`src/rtl/seg_scan_ctrl.sv`:
```
`default_nettype none
// ============================================================================
// Module   : seg_scan_ctrl
// Purpose  : 4-digit 7-segment scan controller with double-dabble BCD engine
// Revision : 1.0 - initial release
// ============================================================================
module seg_scan_ctrl #(
    parameter logic [15:0] CNT_MAX = 16'd49_999,
    parameter logic [13:0] VAL_MAX = 14'd9999
) (
    input  logic        sys_clk,
    input  logic        sys_rst_n,
    input  logic [13:0] data,
    input  logic        data_vld,
    input  logic [3:0]  point,
    input  logic        sign,
    input  logic        seg_en,
    output logic        busy,
    output logic [3:0]  sel,
    output logic [7:0]  seg
);

    typedef enum logic [1:0] {
        S_IDLE = 2'd0,
        S_CONV = 2'd1,
        S_DONE = 2'd2
    } state_t;

    state_t      r_state, w_state_nxt;
    logic        w_load, w_use_pend, w_to_pend, w_commit;

    logic [13:0] w_data_sat, w_src_data;
    logic [3:0]  w_src_point;
    logic        w_src_sign;

    logic [13:0] r_bin;
    logic [15:0] r_bcd;
    logic [3:0]  r_iter;
    logic [3:0]  r_cv_point;
    logic        r_cv_sign;

    logic        r_pend_vld;
    logic [13:0] r_pend_data;
    logic [3:0]  r_pend_point;
    logic        r_pend_sign;

    logic [15:0] r_disp_bcd;
    logic [3:0]  r_disp_point;
    logic        r_disp_sign;

    logic [15:0] r_cnt;
    logic [1:0]  r_dig;
    logic [3:0]  r_sel;
    logic [7:0]  r_seg;

    logic [11:0] w_bcd_adj;
    logic [3:0]  w_nz, w_sig, w_nibble;
    logic [1:0]  w_minus_pos;
    logic        w_minus_ok;
    logic [7:0]  w_seg_nxt;

    function automatic logic [7:0] f_dec(input logic [3:0] n);
        case (n)
            4'd0:    f_dec = 8'hC0;
            4'd1:    f_dec = 8'hF9;
            4'd2:    f_dec = 8'hA4;
            4'd3:    f_dec = 8'hB0;
            4'd4:    f_dec = 8'h99;
            4'd5:    f_dec = 8'h92;
            4'd6:    f_dec = 8'h82;
            4'd7:    f_dec = 8'hF8;
            4'd8:    f_dec = 8'h80;
            4'd9:    f_dec = 8'h90;
            default: f_dec = 8'hFF;
        endcase
    endfunction

    // Thousands nibble never needs the +3 step: input is capped at 9999.
    for (genvar gi = 0; gi < 3; gi++) begin : g_adj
        assign w_bcd_adj[gi*4 +: 4] = (r_bcd[gi*4 +: 4] >= 4'd5) ?
                                      r_bcd[gi*4 +: 4] + 4'd3 : r_bcd[gi*4 +: 4];
    end

    for (genvar gi = 0; gi < 4; gi++) begin : g_nz
        assign w_nz[gi] = |r_disp_bcd[gi*4 +: 4];
    end

    always_comb begin
        w_data_sat  = (data > VAL_MAX) ? VAL_MAX : data;
        w_src_data  = w_use_pend ? r_pend_data  : w_data_sat;
        w_src_point = w_use_pend ? r_pend_point : point;
        w_src_sign  = w_use_pend ? r_pend_sign  : sign;
    end

    always_ff @(posedge sys_clk) begin
        if (!sys_rst_n) r_state <= S_IDLE;
        else            r_state <= w_state_nxt;
    end

    always_comb begin
        w_state_nxt = r_state;
        w_load      = 1'b0;
        w_use_pend  = 1'b0;
        w_to_pend   = 1'b0;
        w_commit    = 1'b0;
        busy        = 1'b0;
        case (r_state)
            S_IDLE: begin
                if (data_vld) begin
                    w_load      = 1'b1;
                    w_state_nxt = S_CONV;
                end
            end
            S_CONV: begin
                busy      = 1'b1;
                w_to_pend = data_vld;
                if (r_iter == 4'd13) w_state_nxt = S_DONE;
            end
            S_DONE: begin
                busy     = 1'b1;
                w_commit = 1'b1;
                // A strobe landing in DONE is newer than the pending slot.
                if (data_vld) begin
                    w_load      = 1'b1;
                    w_state_nxt = S_CONV;
                end else if (r_pend_vld) begin
                    w_load      = 1'b1;
                    w_use_pend  = 1'b1;
                    w_state_nxt = S_CONV;
                end else begin
                    w_state_nxt = S_IDLE;
                end
            end
            default: w_state_nxt = S_IDLE;
        endcase
    end

    always_ff @(posedge sys_clk) begin
        if (!sys_rst_n) begin
            r_bin        <= 14'd0;
            r_bcd        <= 16'd0;
            r_iter       <= 4'd0;
            r_cv_point   <= 4'd0;
            r_cv_sign    <= 1'b0;
            r_pend_vld   <= 1'b0;
            r_pend_data  <= 14'd0;
            r_pend_point <= 4'd0;
            r_pend_sign  <= 1'b0;
            r_disp_bcd   <= 16'd0;
            r_disp_point <= 4'd0;
            r_disp_sign  <= 1'b0;
        end else begin
            if (w_load) begin
                r_bin      <= w_src_data;
                r_bcd      <= 16'd0;
                r_iter     <= 4'd0;
                r_cv_point <= w_src_point;
                r_cv_sign  <= w_src_sign;
            end else if (r_state == S_CONV) begin
                r_bcd  <= {r_bcd[14:12], w_bcd_adj, r_bin[13]};
                r_bin  <= {r_bin[12:0], 1'b0};
                r_iter <= r_iter + 4'd1;
            end
            if (w_commit) begin
                r_disp_bcd   <= r_bcd;
                r_disp_point <= r_cv_point;
                r_disp_sign  <= r_cv_sign;
            end
            if (w_to_pend) begin
                r_pend_vld   <= 1'b1;
                r_pend_data  <= w_data_sat;
                r_pend_point <= point;
                r_pend_sign  <= sign;
            end else if (w_commit) begin
                r_pend_vld   <= 1'b0;
            end
        end
    end

    // Significance is monotonic from the top, so the minus goes just above it.
    always_comb begin
        w_sig[3] = w_nz[3] | r_disp_point[3];
        w_sig[2] = w_sig[3] | w_nz[2] | r_disp_point[2];
        w_sig[1] = w_sig[2] | w_nz[1] | r_disp_point[1];
        w_sig[0] = 1'b1;
        if (!w_sig[1])      w_minus_pos = 2'd1;
        else if (!w_sig[2]) w_minus_pos = 2'd2;
        else                w_minus_pos = 2'd3;
        w_minus_ok = r_disp_sign & ~w_sig[3];
        w_nibble   = r_disp_bcd[{r_dig, 2'b00} +: 4];
        if (w_sig[r_dig])                            w_seg_nxt = f_dec(w_nibble);
        else if (w_minus_ok && r_dig == w_minus_pos) w_seg_nxt = 8'hBF;
        else                                         w_seg_nxt = 8'hFF;
        if (r_disp_point[r_dig]) w_seg_nxt[7] = 1'b0;
    end

    always_ff @(posedge sys_clk) begin
        if (!sys_rst_n) begin
            r_cnt <= 16'd0;
            r_dig <= 2'd0;
            r_sel <= 4'b0000;
            r_seg <= 8'hFF;
        end else begin
            if (r_cnt == CNT_MAX) begin
                r_cnt <= 16'd0;
                r_dig <= r_dig + 2'd1;
            end else begin
                r_cnt <= r_cnt + 16'd1;
            end
            if (seg_en) begin
                r_sel <= 4'b0001 << r_dig;
                r_seg <= w_seg_nxt;
            end else begin
                r_sel <= 4'b0000;
                r_seg <= 8'hFF;
            end
        end
    end

    assign sel = r_sel;
    assign seg = r_seg;

endmodule
`default_nettype wire
```
`config.mk`:
```
export PLATFORM = sky130hd
export DESIGN_NAME = seg_scan_ctrl
export DESIGN_NICKNAME = d
export VERILOG_FILES = /design/src/rtl/seg_scan_ctrl.sv
export SDC_FILE = /design/constraint.sdc
export NUM_CORES = 1
export LEC_CHECK = 0
export ABC_AREA = 1
export BUFFER_PORTS_ARGS = -buffer_cell sky130_fd_sc_hd__buf_4
export CAP_MARGIN = 20
export CELL_PAD_IN_SITES_DETAIL_PLACEMENT = 2
export CELL_PAD_IN_SITES_GLOBAL_PLACEMENT = 2
export CORE_ASPECT_RATIO = 1.2
export CORE_MARGIN = 3
export CORE_UTILIZATION = 25
export CTS_CLUSTER_DIAMETER = 80
export DETAILED_ROUTE_END_ITERATION = 8
export GPL_TIMING_DRIVEN = 0
export HOLD_SLACK_MARGIN = 0.15
export PLACE_DENSITY_LB_ADDON = 0.2
export SETUP_SLACK_MARGIN = 0.15
export SLEW_MARGIN = 20
export SYNTH_ARGS = -nofsm -noshare
export SYNTH_HDL_FRONTEND = slang
export SYNTH_SLANG_ARGS = --single-unit
```
`constraint.sdc`:
```
create_clock -name sys_clk -period 2.6 [get_ports sys_clk]
set_input_delay 0.39 -clock sys_clk [delete_from_list [all_inputs] [get_ports sys_clk]]
set_output_delay 0.39 -clock sys_clk [all_outputs]
set_load 0.005 [all_outputs]
```
==> results of run 1 <==
power by group through the flow:
stage	clock network, mW	registers, mW	logic [mW]
after floorplan	0	2.25	1.28
after global placement	0	2.30	1.85
after detailed placement	0	2.32	1.95
after CTS	1.45	2.28	1.96
after global routing	1.53	2.33	2.22
final	1.39	2.27	1.90
metal layers:
layer / track usage [%] / up-vias / routed length (microns)
li1: - / 2463 / -
met1: 16.0 / 2411 / 6710
met2: 30.0 / 48 / 9090
met3: 2.20 / 23 / 307
met4: 5.62 / 0 / 356
met5: 0 / - / 0
cells by family (layout without fill, tap and decap cells):
kind of cell,Yosys count,in the layout,share of synthesized area (%)
AO/OA/AOI/OAI,203,203,20.6
XOR/XNOR,10,10,1.67
adder cells (fa/ha/maj),18,18,4.30
buffers and inverters,121,171,9.24
flip-flops,112,112,42.8
AND/OR/NAND/NOR,264,264,21.4
metrics by stage:
step | std cells | power (mW) | utilization [%] | setup slack (ns)
after floorplan | 728 | 3.53 | - | 1.00
final | 1043 | 5.56 | 30.0 | 0.578
after detailed placement | 1027 | 4.26 | 28.6 | 0.551
after global routing | 1043 | 6.08 | 30.0 | 0.357
after global placement | 1027 | 4.15 | 28.6 | 0.621
after CTS | 1043 | 5.69 | 30.0 | 0.537
cell type report:
| cell class | count | area, sq um | share of cell area [%] |
|---|---|---|---|
| inverter | 88 | 330 | 5.40 |
| tap | 265 | 332 | 5.42 |
| multi-input combinational | 495 | 2510 | 41.1 |
| buffer | 33 | 154 | 2.52 |
| clock buffer | 10 | 239 | 3.91 |
| clock inverter | 6 | 50.0 | 0.819 |
| timing repair buffer | 34 | 255 | 4.18 |
| sequential | 112 | 2240 | 36.7 |
sequential cells by signal, indices dropped and copies added (netlist names):
signal        flops
sel               4
r_disp_bcd       16
r_pend_point      4
r_bin            14
r_disp_sign       1
r_cv_point        4
r_disp_point      4
r_pend_sign       1
r_bcd            16
r_pend_data      14
seg               8
r_state           2
r_iter            4
r_pend_vld        1
r_cv_sign         1
r_dig             2
r_cnt            16
worst max-delay path, stage by stage, from the launching register on:
cell                       delay (ns)
sky130_fd_sc_hd__dfxtp_1         0.35
sky130_fd_sc_hd__inv_1           0.10
sky130_fd_sc_hd__ha_1            0.14
sky130_fd_sc_hd__clkbuf_1        0.25
sky130_fd_sc_hd__clkinv_1        0.36
sky130_fd_sc_hd__clkbuf_1        0.37
sky130_fd_sc_hd__o21ai_0         0.25
sky130_fd_sc_hd__a21oi_1         0.09
layout by cell type, fill, tap and decap left out, types with 2 or more instances in the layout:
master and instances:
sky130_fd_sc_hd__nand2_1 134, sky130_fd_sc_hd__dfxtp_1 112, sky130_fd_sc_hd__o21ai_0 94, sky130_fd_sc_hd__a21oi_1 86, sky130_fd_sc_hd__inv_1 80, sky130_fd_sc_hd__nor2_1 73
sky130_fd_sc_hd__buf_4 36, sky130_fd_sc_hd__nand3_1 27, sky130_fd_sc_hd__ha_1 18, sky130_fd_sc_hd__clkbuf_1 15, sky130_fd_sc_hd__buf_2 11, sky130_fd_sc_hd__clkbuf_16 9
sky130_fd_sc_hd__inv_2 6, sky130_fd_sc_hd__nand4_1 6, sky130_fd_sc_hd__xor2_1 6, sky130_fd_sc_hd__a31oi_1 6, sky130_fd_sc_hd__o211ai_1 5, sky130_fd_sc_hd__nor3_1 5
sky130_fd_sc_hd__xnor2_1 4, sky130_fd_sc_hd__nor3b_1 4, sky130_fd_sc_hd__nor2_4 3, sky130_fd_sc_hd__nor2_2 3, sky130_fd_sc_hd__nand2_2 3, sky130_fd_sc_hd__buf_1 3
sky130_fd_sc_hd__a21oi_2 2, sky130_fd_sc_hd__or2_0 2, sky130_fd_sc_hd__clkinv_1 2, sky130_fd_sc_hd__o21ai_1 2, sky130_fd_sc_hd__o21a_1 2, sky130_fd_sc_hd__inv_8 2
sky130_fd_sc_hd__clkinv_2 2
final timing paths:
path                     endpoint
setup reg to reg        r_bcd[11]
hold / removal    r_pend_point[2]
hold reg to reg          r_cnt[0]
setup / recovery        r_bcd[11]
==> flow_summary.yaml, run 1 <==
outcome:
  outcome: "complete, no violations"
logic_synthesis:
  netlist-cell-type-count: 40
  syn-mean-instance-area_sq_um: 7.19
  synth_area_leaders: "sky130_fd_sc_hd__dfxtp_1, sky130_fd_sc_hd__nand2_1, sky130_fd_sc_hd__o21ai_0"
  yosysMostFrequentCell: "sky130_fd_sc_hd__nand2_1"
  yosys_warnings: 0
  number_of_flops_mapped_to_enable_cells_by_yosys: 0
  ys_dominant_reg_cell: "sky130_fd_sc_hd__dfxtp_1"
  synth_seq_area_share_pct: 42.8
  synth.largest_area_cell: "sky130_fd_sc_hd__dfxtp_1"
  synth.cell_area_sq_um: 5240
  async_flop_share_pct: 0
  syn-instance-count: 728
  netlist_top_cells_count: "sky130_fd_sc_hd__nand2_1, sky130_fd_sc_hd__dfxtp_1, sky130_fd_sc_hd__o21ai_0"
  synth.ff_latch_count: 112
  synth_largest_type_area_fraction_pct: 42.8
  syn-num-nets: 769
power:
  cell_internal_pwr_mw: 3.37
  power_switching_share_pct: 39.4
  net_switching_power_figure_mw: 2.19
  max-vdd-ir-drop_v: 0.000364
  p_seq_share_pct: 40.9
  power.density_cell_area_nw_per_um2: 910
  pwr-share-clk_pct: 25.0
  p_leak_nw: 2.60
  p_comb_share_pct: 34.1
floorplan:
  io_pins: 36
  die_area_sq_um: 22700
  die_w_microns: 138
  placeableCoreArea_sq_um: 20400
  initial_utilization_pct: 25.7
  rows: 57
  fp.dieH_microns: 165
worst_hold_path:
  timing.hold.worst_path_depth: 3
  worst_hold_startpoint: "point[2]"
  worst_hold_path_type: "in -> reg"
place:
  dp_hpwl_microns: 13000
  finalWeightedCongestion: 0.750
  dpl-instance-area_sq_um: 5820
  placement.io_buffers: 34
clocking:
  cts_resized: 0
  worst_setup_hold_path_clk_slew_ns: 0.08
  clock_tree.htree_level_count: 3
  number_of_buffers_inserted_by_hold_repair_at_cts: 0
  clockRootBuffer: "sky130_fd_sc_hd__clkbuf_16"
  cts_tree: "built"
  clockBufferDepth: 2
  cts.repair_timing.setup_buffer_count: 0
  cts_inserted_buffers: 9
  clock_sinks: 112
  clock_latency_ns: 0.36
cells_and_area:
  num-fill-cells: 2482
  antenna_cells: 0
  postLayoutCellArea_sq_um: 6110
  final_net_count: 814
  layout-drive-gt1-share_pct: 11.2
  synthToLayoutAreaGrowth_pct: 16.7
routing:
  antenna_violating_nets_post_route: 0
  via_count: 4945
  first_iter_violations: 160
  detail_route.first_pass.iterations: 4
  viasPerCell: 4.74
  route.final.wire_length_microns: 16500
  detail_route.wl_per_cell_microns: 15.8
  drt_drc_violations_left: 0
sta:
  finalWorstPathRequiredPeriod_ns: 2.02
  achievable-frequency_ghz: 0.495
  worst_hold_slack_ns: 0.295
  setup_tns_after_final_layout_ns: 0
  finalSetupViolations: 0
  grt_setup_unrepaired: "false"
  worstMarginPinSlew_ns: 0.652
  finalMaxSlewViolations: 0
  final.setup_skew_ns: 0.0105
  timing.slew.headroom_pct: 56.5
  timing.final.hold_violations: 0
  layout_worst_path_cycle_share_pct: 77.8
worst_setup_path:
  arrival_worst_endpoint_ns: 2.26
  worst-r2r-setup-slack_ns: 0.58
  critical_path_required_ns: 2.84
  worst_setup_path_startpoint: "r_state[1]"
  setup.worst_path.class: "reg -> reg"
  critical_path.max_fanout: 10
  worst-r2r-cell-count: 7
  crit_path_start_kind: "flip-flop"
  end_kind: "flip-flop"
  critical_path.reg2reg.startpoint: "r_state[1]"
global_routing:
  largest_net_degree_at_the_start_of_global_routing: 20
  grt_pass1_vias: 5484
  globalRoute.totalOverflow: 0
  track_usage_pct: 15.1
  grt_antenna_before_repair: 0
  grt_first_pass_wirelength_microns: 27800
flow_run:
  drv.max_cap_violation_count: 0
Note: power is estimated with default switching activity, not from simulation.
==> inputs of run 2 (changes only) <==
--- a/config.mk
+++ b/config.mk
@@ -5,7 +5,7 @@
 export SDC_FILE = /design/constraint.sdc
 export NUM_CORES = 1
 export LEC_CHECK = 0
-export ABC_AREA = 1
+export ABC_AREA = 0
 export BUFFER_PORTS_ARGS = -buffer_cell sky130_fd_sc_hd__buf_4
 export CAP_MARGIN = 20
 export CELL_PAD_IN_SITES_DETAIL_PLACEMENT = 2
==> constraint.sdc (replaced) <==
create_clock -name sys_clk -period 2 [get_ports sys_clk]
set_input_delay 0.3 -clock sys_clk [delete_from_list [all_inputs] [get_ports sys_clk]]
set_output_delay 0.3 -clock sys_clk [all_outputs]
set_load 0.005 [all_outputs]
==> run 2 against run 1 <==
Die area decreased by 0.23%. Clock-buffer cell count did not move. Register-to-register slack got worse by 0.35 ns. Critical endpoint is now seg[3].
==> flow_summary.yaml, run 2 <==
outcome:
  outcome: "complete, no violations"
routing:
  viasPerCell: 4.75
  antenna_violating_nets_post_route: 0
  route.final.wire_length_microns: 15400
  first_iter_violations: 117
  via_count: 4312
  drt_drc_violations_left: 0
  detail_route.first_pass.iterations: 4
  detail_route.wl_per_cell_microns: 17.0
sta:
  timing.final.hold_violations: 0
  grt_setup_unrepaired: "true"
  finalSetupViolations: 0
  final.setup_skew_ns: 0.0118
  worstMarginPinSlew_ns: 0.626
  finalMaxSlewViolations: 0
  worst_hold_slack_ns: 0.202
  timing.slew.headroom_pct: 58.3
  achievable-frequency_ghz: 0.564
  layout_worst_path_cycle_share_pct: 88.7
  finalWorstPathRequiredPeriod_ns: 1.77
power:
  total_power_mw: 5.00
  net_switching_power_figure_mw: 1.29
  p_comb_share_pct: 11.7
  pwr-share-clk_pct: 40.6
  cell_internal_pwr_mw: 3.71
  max-vdd-ir-drop_v: 0.000368
  p_leak_nw: 2.41
  power_switching_share_pct: 25.8
  p_seq_share_pct: 47.6
  power.density_cell_area_nw_per_um2: 786
logic_synthesis:
  async_flop_share_pct: 0
  synth_largest_type_area_fraction_pct: 42.9
  syn-instance-count: 583
  syn-num-nets: 624
  syn-mean-instance-area_sq_um: 8.96
  synth.cell_area_sq_um: 5230
  number_of_flops_mapped_to_enable_cells_by_yosys: 0
  synth_seq_area_share_pct: 42.9
  yosys_warnings: 0
  synth.largest_area_cell: "sky130_fd_sc_hd__dfxtp_1"
  synth_area_leaders: "sky130_fd_sc_hd__dfxtp_1, sky130_fd_sc_hd__mux2i_1, sky130_fd_sc_hd__nand2_1"
  netlist_top_cells_count: "sky130_fd_sc_hd__dfxtp_1, sky130_fd_sc_hd__nand2_1, sky130_fd_sc_hd__nor2_1"
  synth.ff_latch_count: 112
  yosysMostFrequentCell: "sky130_fd_sc_hd__dfxtp_1"
  netlist-cell-type-count: 55
  ys_dominant_reg_cell: "sky130_fd_sc_hd__dfxtp_1"
worst_setup_path:
  worst-r2r-cell-count: 7
  critPathTopFamily: "multiplexers"
  critical-path-slowest-cell: "sky130_fd_sc_hd__mux4_2"
  reg_to_reg_end: "seg[3]"
  critical_path.cell_chain: "buf_12, mux4_2, ha_1, nor2_1, nor2_1, o22ai_1, nand2_1"
  critical_path.reg2reg.startpoint: "r_dig[0]"
  crit_top_cell: "sky130_fd_sc_hd__nor2_1"
  crit_buf_inv: 1
  crit_path_start_kind: "flip-flop"
  critical-path-max-stage-delay_ns: 0.55
  arrival_worst_endpoint_ns: 2.01
  worst-r2r-setup-slack_ns: 0.23
  critical_path_required_ns: 2.24
  setup.worst_path.class: "reg -> reg"
  end_kind: "flip-flop"
  critical_path.max_fanout: 4
floorplan:
  fp.dieH_microns: 164
  placeableCoreArea_sq_um: 20400
  rows: 57
  die_w_microns: 138
  io_pins: 36
  die_area_sq_um: 22700
  initial_utilization_pct: 25.6
worst_hold_path:
  worst_hold_startpoint: "sign"
  worst_hold_path_type: "in -> reg"
  timing.hold.worst_path_depth: 3
  hold-path-endpoint: "r_pend_sign"
cells_and_area:
  seq_area_sq_um: 2250
  synthToLayoutAreaGrowth_pct: 21.9
  final_net_count: 679
  multi_input_comb_area_sq_um: 2810
  postLayoutCellArea_sq_um: 6370
  reg_top3: "r_bcd (16), r_cnt (16), r_disp_bcd (16)"
  layout_commonest_cell: "sky130_fd_sc_hd__dfxtp_1"
  antenna_cells: 0
  final_util_pct: 31.2
  instances_no_fill: 908
  layout-drive-gt1-share_pct: 18.4
  num-fill-cells: 2327
  layout.cells.most_common_list: "sky130_fd_sc_hd__dfxtp_1, sky130_fd_sc_hd__nand2_1, sky130_fd_sc_hd__nor2_1"
global_routing:
  grt_antenna_before_repair: 0
  grt_pass1_vias: 4885
  grt_first_pass_wirelength_microns: 25400
  track_usage_pct: 14.4
  largest_net_degree_at_the_start_of_global_routing: 19
  globalRoute.totalOverflow: 0
place:
  dp_cells: 882
  dp_hpwl_microns: 11700
  finalWeightedCongestion: 0.761
  placement.io_buffers: 34
  dpl-instance-area_sq_um: 5810
clocking:
  clockRootBuffer: "sky130_fd_sc_hd__clkbuf_16"
  clockBufferDepth: 2
  worst_setup_hold_path_clk_slew_ns: 0.08
  clock_latency_ns: 0.36
  clock_sinks: 112
  cts_inserted_buffers: 9
  clock_tree.htree_level_count: 3
  cts_tree: "built"
flow_run:
  drv.max_cap_violation_count: 0
[run 2: routing by layer]
layer  global-route usage, %  up-vias  part of all wire (%)
li1                        -     2115                     -
met1                    16.9     2145                    43
met4                    4.63        0                   1.4
met3                    1.90       12                   2.2
met5                       0        -                     0
met2                    26.8       40                    53
[run 2: cell type report]
class / instances / area share (%)
Buffer: 34 / 3.73
Clock buffer: 10 / 3.75
Clock inverter: 6 / 1.41
Inverter: 20 / 1.18
Multi-Input combinational cell: 417 / 44.2
Sequential cell: 112 / 35.3
Tap cell: 265 / 5.21
Timing Repair Buffer: 44 / 5.23
[run 2: repair_timing]
item	in CTS	in global routing
hold buffers	1	0
setup endpoints to repair	70	43
buffers inserted	2	7
gates resized for setup	34	21
hold endpoints to repair	1	0
pin swaps	1	4
[run 2: logic make-up after synthesis]
family,Yosys count,share of synthesized area (%)
AND/OR/NAND/NOR,228,21.9
flip-flops,112,42.9
AO/OA/AOI/OAI,107,13.3
buffers and inverters,54,4.60
multiplexers,40,8.96
XOR/XNOR,24,4.02
adder cells (fa/ha/maj),18,4.31
[run 2: metrics by stage]
step / worst slack (ns) / TNS [ns]
4_1_cts: 0.126 / 0
5_1_grt: 0.121 / 0
3_5_place_dp: -0.286 / -6.12
6_report: 0.227 / 0
3_3_place_gp: -0.260 / -3.80
2_1_floorplan: 0.268 / 0
[run 2: worst max path at each step]
stage / start / to / slack (ns) / depth (start not counted)
4_1_cts: r_state[1] / r_bin[1] / 0.13 / 8
5_1_grt: r_state[1] / r_bin[1] / 0.12 / 8
3_5_place_dp: r_state[1] / r_bin[1] / -0.29 / 8
6_report: r_dig[0] / seg[3] / 0.23 / 7
2_1_floorplan: r_dig[0] / seg[1] / 0.27 / 6
3_3_place_gp: r_state[1] / r_bin[1] / -0.26 / 8
[run 2: worst register-to-register path: stages, from the launching register on]
cell	delay, ns
sky130_fd_sc_hd__dfxtp_4	0.38
sky130_fd_sc_hd__buf_12	0.11
sky130_fd_sc_hd__mux4_2	0.55
sky130_fd_sc_hd__ha_1	0.21
sky130_fd_sc_hd__nor2_1	0.12
sky130_fd_sc_hd__nor2_1	0.08
sky130_fd_sc_hd__o22ai_1	0.14
sky130_fd_sc_hd__nand2_1	0.07
[run 2: power groups by stage]
| stage | combinational [mW] | clock [mW] | sequential (mW) |
|---|---|---|---|
| 6_report | 0.587 | 2.03 | 2.38 |
| 5_1_grt | 0.663 | 2.18 | 2.40 |
| 4_1_cts | 0.591 | 2.10 | 2.39 |
| 3_5_place_dp | 0.562 | 0 | 2.44 |
| 3_3_place_gp | 0.542 | 0 | 2.43 |
| 2_1_floorplan | 0.349 | 0 | 2.42 |
==> inputs of run 3 (changes only) <==
--- a/config.mk
+++ b/config.mk
@@ -8,7 +8,7 @@
 export ABC_AREA = 0
 export BUFFER_PORTS_ARGS = -buffer_cell sky130_fd_sc_hd__buf_4
 export CAP_MARGIN = 20
-export CELL_PAD_IN_SITES_DETAIL_PLACEMENT = 2
+export CELL_PAD_IN_SITES_DETAIL_PLACEMENT = 1
 export CELL_PAD_IN_SITES_GLOBAL_PLACEMENT = 2
 export CORE_ASPECT_RATIO = 1.2
 export CORE_MARGIN = 3
==> run 3 against run 2 <==
Non-clock buffer count shrank 7. Via count shrank 1.6%. Total power shrank 5.2%. Final area shrank 1.3%. Wire length shrank 6.7%. Combinational power shrank 0.7%. Largest cell class unchanged. Fmax grew 0.85%. Highest routed layer unchanged. Utilization shrank 0.42 points.
==> flow_summary.yaml, run 3 (same netlist as run 2, synthesis figures left out) <==
outcome:
  outcome: "complete, no violations"
power:
  power_switching_share_pct: 27.5
  max-vdd-ir-drop_v: 0.000401
  p_seq_share_pct: 50.2
  pwr-share-clk_pct: 37.5
  net_switching_power_figure_mw: 1.31
  cell_internal_pwr_mw: 3.44
  power.density_cell_area_nw_per_um2: 755
  p_comb_share_pct: 12.3
  p_leak_nw: 2.35
  total_power_mw: 4.74
global_routing:
  grt_first_pass_wirelength_microns: 23800
  grt_pass1_vias: 4674
  track_usage_pct: 13.5
  globalRoute.totalOverflow: 0
  largest_net_degree_at_the_start_of_global_routing: 20
  grt_antenna_before_repair: 0
routing:
  via_count: 4242
  viasPerCell: 4.71
  first_iter_violations: 185
  antenna_violating_nets_post_route: 0
  route.final.wire_length_microns: 14400
  detail_route.wl_per_cell_microns: 16.0
  detail_route.first_pass.iterations: 4
  drt_drc_violations_left: 0
floorplan:
  placeableCoreArea_sq_um: 20400
  rows: 57
  fp.dieH_microns: 164
  io_pins: 36
  initial_utilization_pct: 25.6
  die_area_sq_um: 22700
  die_w_microns: 138
place:
  finalWeightedCongestion: 0.761
  dpl-instance-area_sq_um: 5810
  placement.io_buffers: 34
  dp_hpwl_microns: 10900
clocking:
  clockRootBuffer: "sky130_fd_sc_hd__clkbuf_16"
  clock_sinks: 112
  clockBufferDepth: 2
  cts_tree: "built"
  clock_latency_ns: 0.37
  cts_inserted_buffers: 9
  clock_tree.htree_level_count: 3
  worst_setup_hold_path_clk_slew_ns: 0.07
worst_hold_path:
  worst_hold_startpoint: "seg_en"
  hold-path-endpoint: "seg[7]"
  worst_hold_path_type: "in -> reg"
  timing.hold.worst_path_depth: 2
cells_and_area:
  synthToLayoutAreaGrowth_pct: 20.2
  layout-drive-gt1-share_pct: 17.6
  layout.cells.most_common_list: "sky130_fd_sc_hd__dfxtp_1, sky130_fd_sc_hd__nand2_1, sky130_fd_sc_hd__nor2_1"
  num-fill-cells: 2428
  reg_top3: "r_bcd (16), r_cnt (16), r_disp_bcd (16)"
  final_net_count: 672
  postLayoutCellArea_sq_um: 6280
  layout_commonest_cell: "sky130_fd_sc_hd__dfxtp_1"
  antenna_cells: 0
sta:
  worstMarginPinSlew_ns: 0.673
  finalWorstPathRequiredPeriod_ns: 1.76
  final.setup_skew_ns: 0.0137
  timing.slew.headroom_pct: 55.1
  grt_setup_unrepaired: "true"
  finalMaxSlewViolations: 0
  achievable-frequency_ghz: 0.569
  timing.final.hold_violations: 0
  layout_worst_path_cycle_share_pct: 87.9
  finalSetupViolations: 0
worst_setup_path:
  arrival_worst_endpoint_ns: 2.00
  crit_path_start_kind: "flip-flop"
  worst-r2r-setup-slack_ns: 0.24
  critical_path.reg2reg.startpoint: "r_dig[0]"
  critical_path_required_ns: 2.24
  worst-r2r-cell-count: 6
  end_kind: "flip-flop"
  setup.worst_path.class: "reg -> reg"
  critical_path.max_fanout: 10
  reg_to_reg_end: "seg[1]"
flow_run:
  drv.max_cap_violation_count: 0
run 3: cell count changes in the layout (fill, tap and decap cells not counted), moves of 2 or more:
cell / change
sky130_fd_sc_hd__buf_4: -6
sky130_fd_sc_hd__clkbuf_2: -6
sky130_fd_sc_hd__clkbuf_4: +6
sky130_fd_sc_hd__bufinv_16: -2
sky130_fd_sc_hd__clkinvlp_4: +2
run 3: power by group through the flow:
stage | logic, mW | registers [mW] | clock network (mW)
after floorplan | 0.349 | 2.42 | 0
after global placement | 0.542 | 2.43 | 0
after detailed placement | 0.552 | 2.44 | 0
after CTS | 0.575 | 2.38 | 1.85
after global routing | 0.659 | 2.40 | 1.93
final | 0.583 | 2.38 | 1.78
run 3: area by class of cell:
type	instances	area [sq um]	share of cell area (%)
clock buffer	9	225	3.58
timing repair buffer	37	278	4.42
buffer	34	253	4.02
tap	265	332	5.28
clock inverter	7	56.3	0.896
multi-input combinational	417	2820	44.8
inverter	20	75.1	1.19
sequential	112	2250	35.8
run 3: timing repair:
item / CTS / global route
gates resized for setup: 30 / 38
buffers inserted: 2 / 1
setup endpoints to repair: 73 / 52
pin swaps: 1 / 6
hold buffers: 0 / 0
hold endpoints to repair: 0 / 0
run 3: worst max-delay path, cell delays in order (launching register included):
cell and delay, ns:
sky130_fd_sc_hd__dfxtp_4 0.38, sky130_fd_sc_hd__buf_12 0.14, sky130_fd_sc_hd__mux4_2 0.56, sky130_fd_sc_hd__inv_2 0.10, sky130_fd_sc_hd__ha_2 0.28, sky130_fd_sc_hd__a21oi_2 0.11, sky130_fd_sc_hd__o21ai_1 0.07
run 3: per-layer routing:
metal,global-route usage [%],vias up,part of all wire [%]
met1,16.1,2066,44
met5,0,-,0
met2,24.1,52,51
met3,1.81,14,2.6
li1,-,2110,-
met4,5.53,0,2.0
run 3: metrics by stage:
step / utilization [%] / setup slack (ns) / TNS, ns / hold WS (ns) / std cells
3_5_place_dp: 28.5 / -0.257 / -4.83 / 0.447 / 882
2_1_floorplan: - / 0.268 / 0 / 0.372 / 583
6_report: 30.8 / 0.242 / 0 / 0.166 / 901
4_1_cts: 30.3 / 0.118 / 0 / 0.157 / 900
3_3_place_gp: 28.5 / -0.260 / -3.80 / 0.447 / 882
5_1_grt: 30.8 / 0.141 / 0 / 0.186 / 901
run 3: worst max-delay path by stage:
stage                          start  endpoint  cells past startpoint
after floorplan             r_dig[0]    seg[1]                      6
after global placement    r_state[1]  r_bin[1]                      8
after detailed placement  r_state[1]  r_bin[1]                      8
after CTS                 r_state[1]  r_bin[4]                      7
after global routing      r_state[0]  r_bin[0]                      9
final                       r_dig[0]    seg[1]                      6
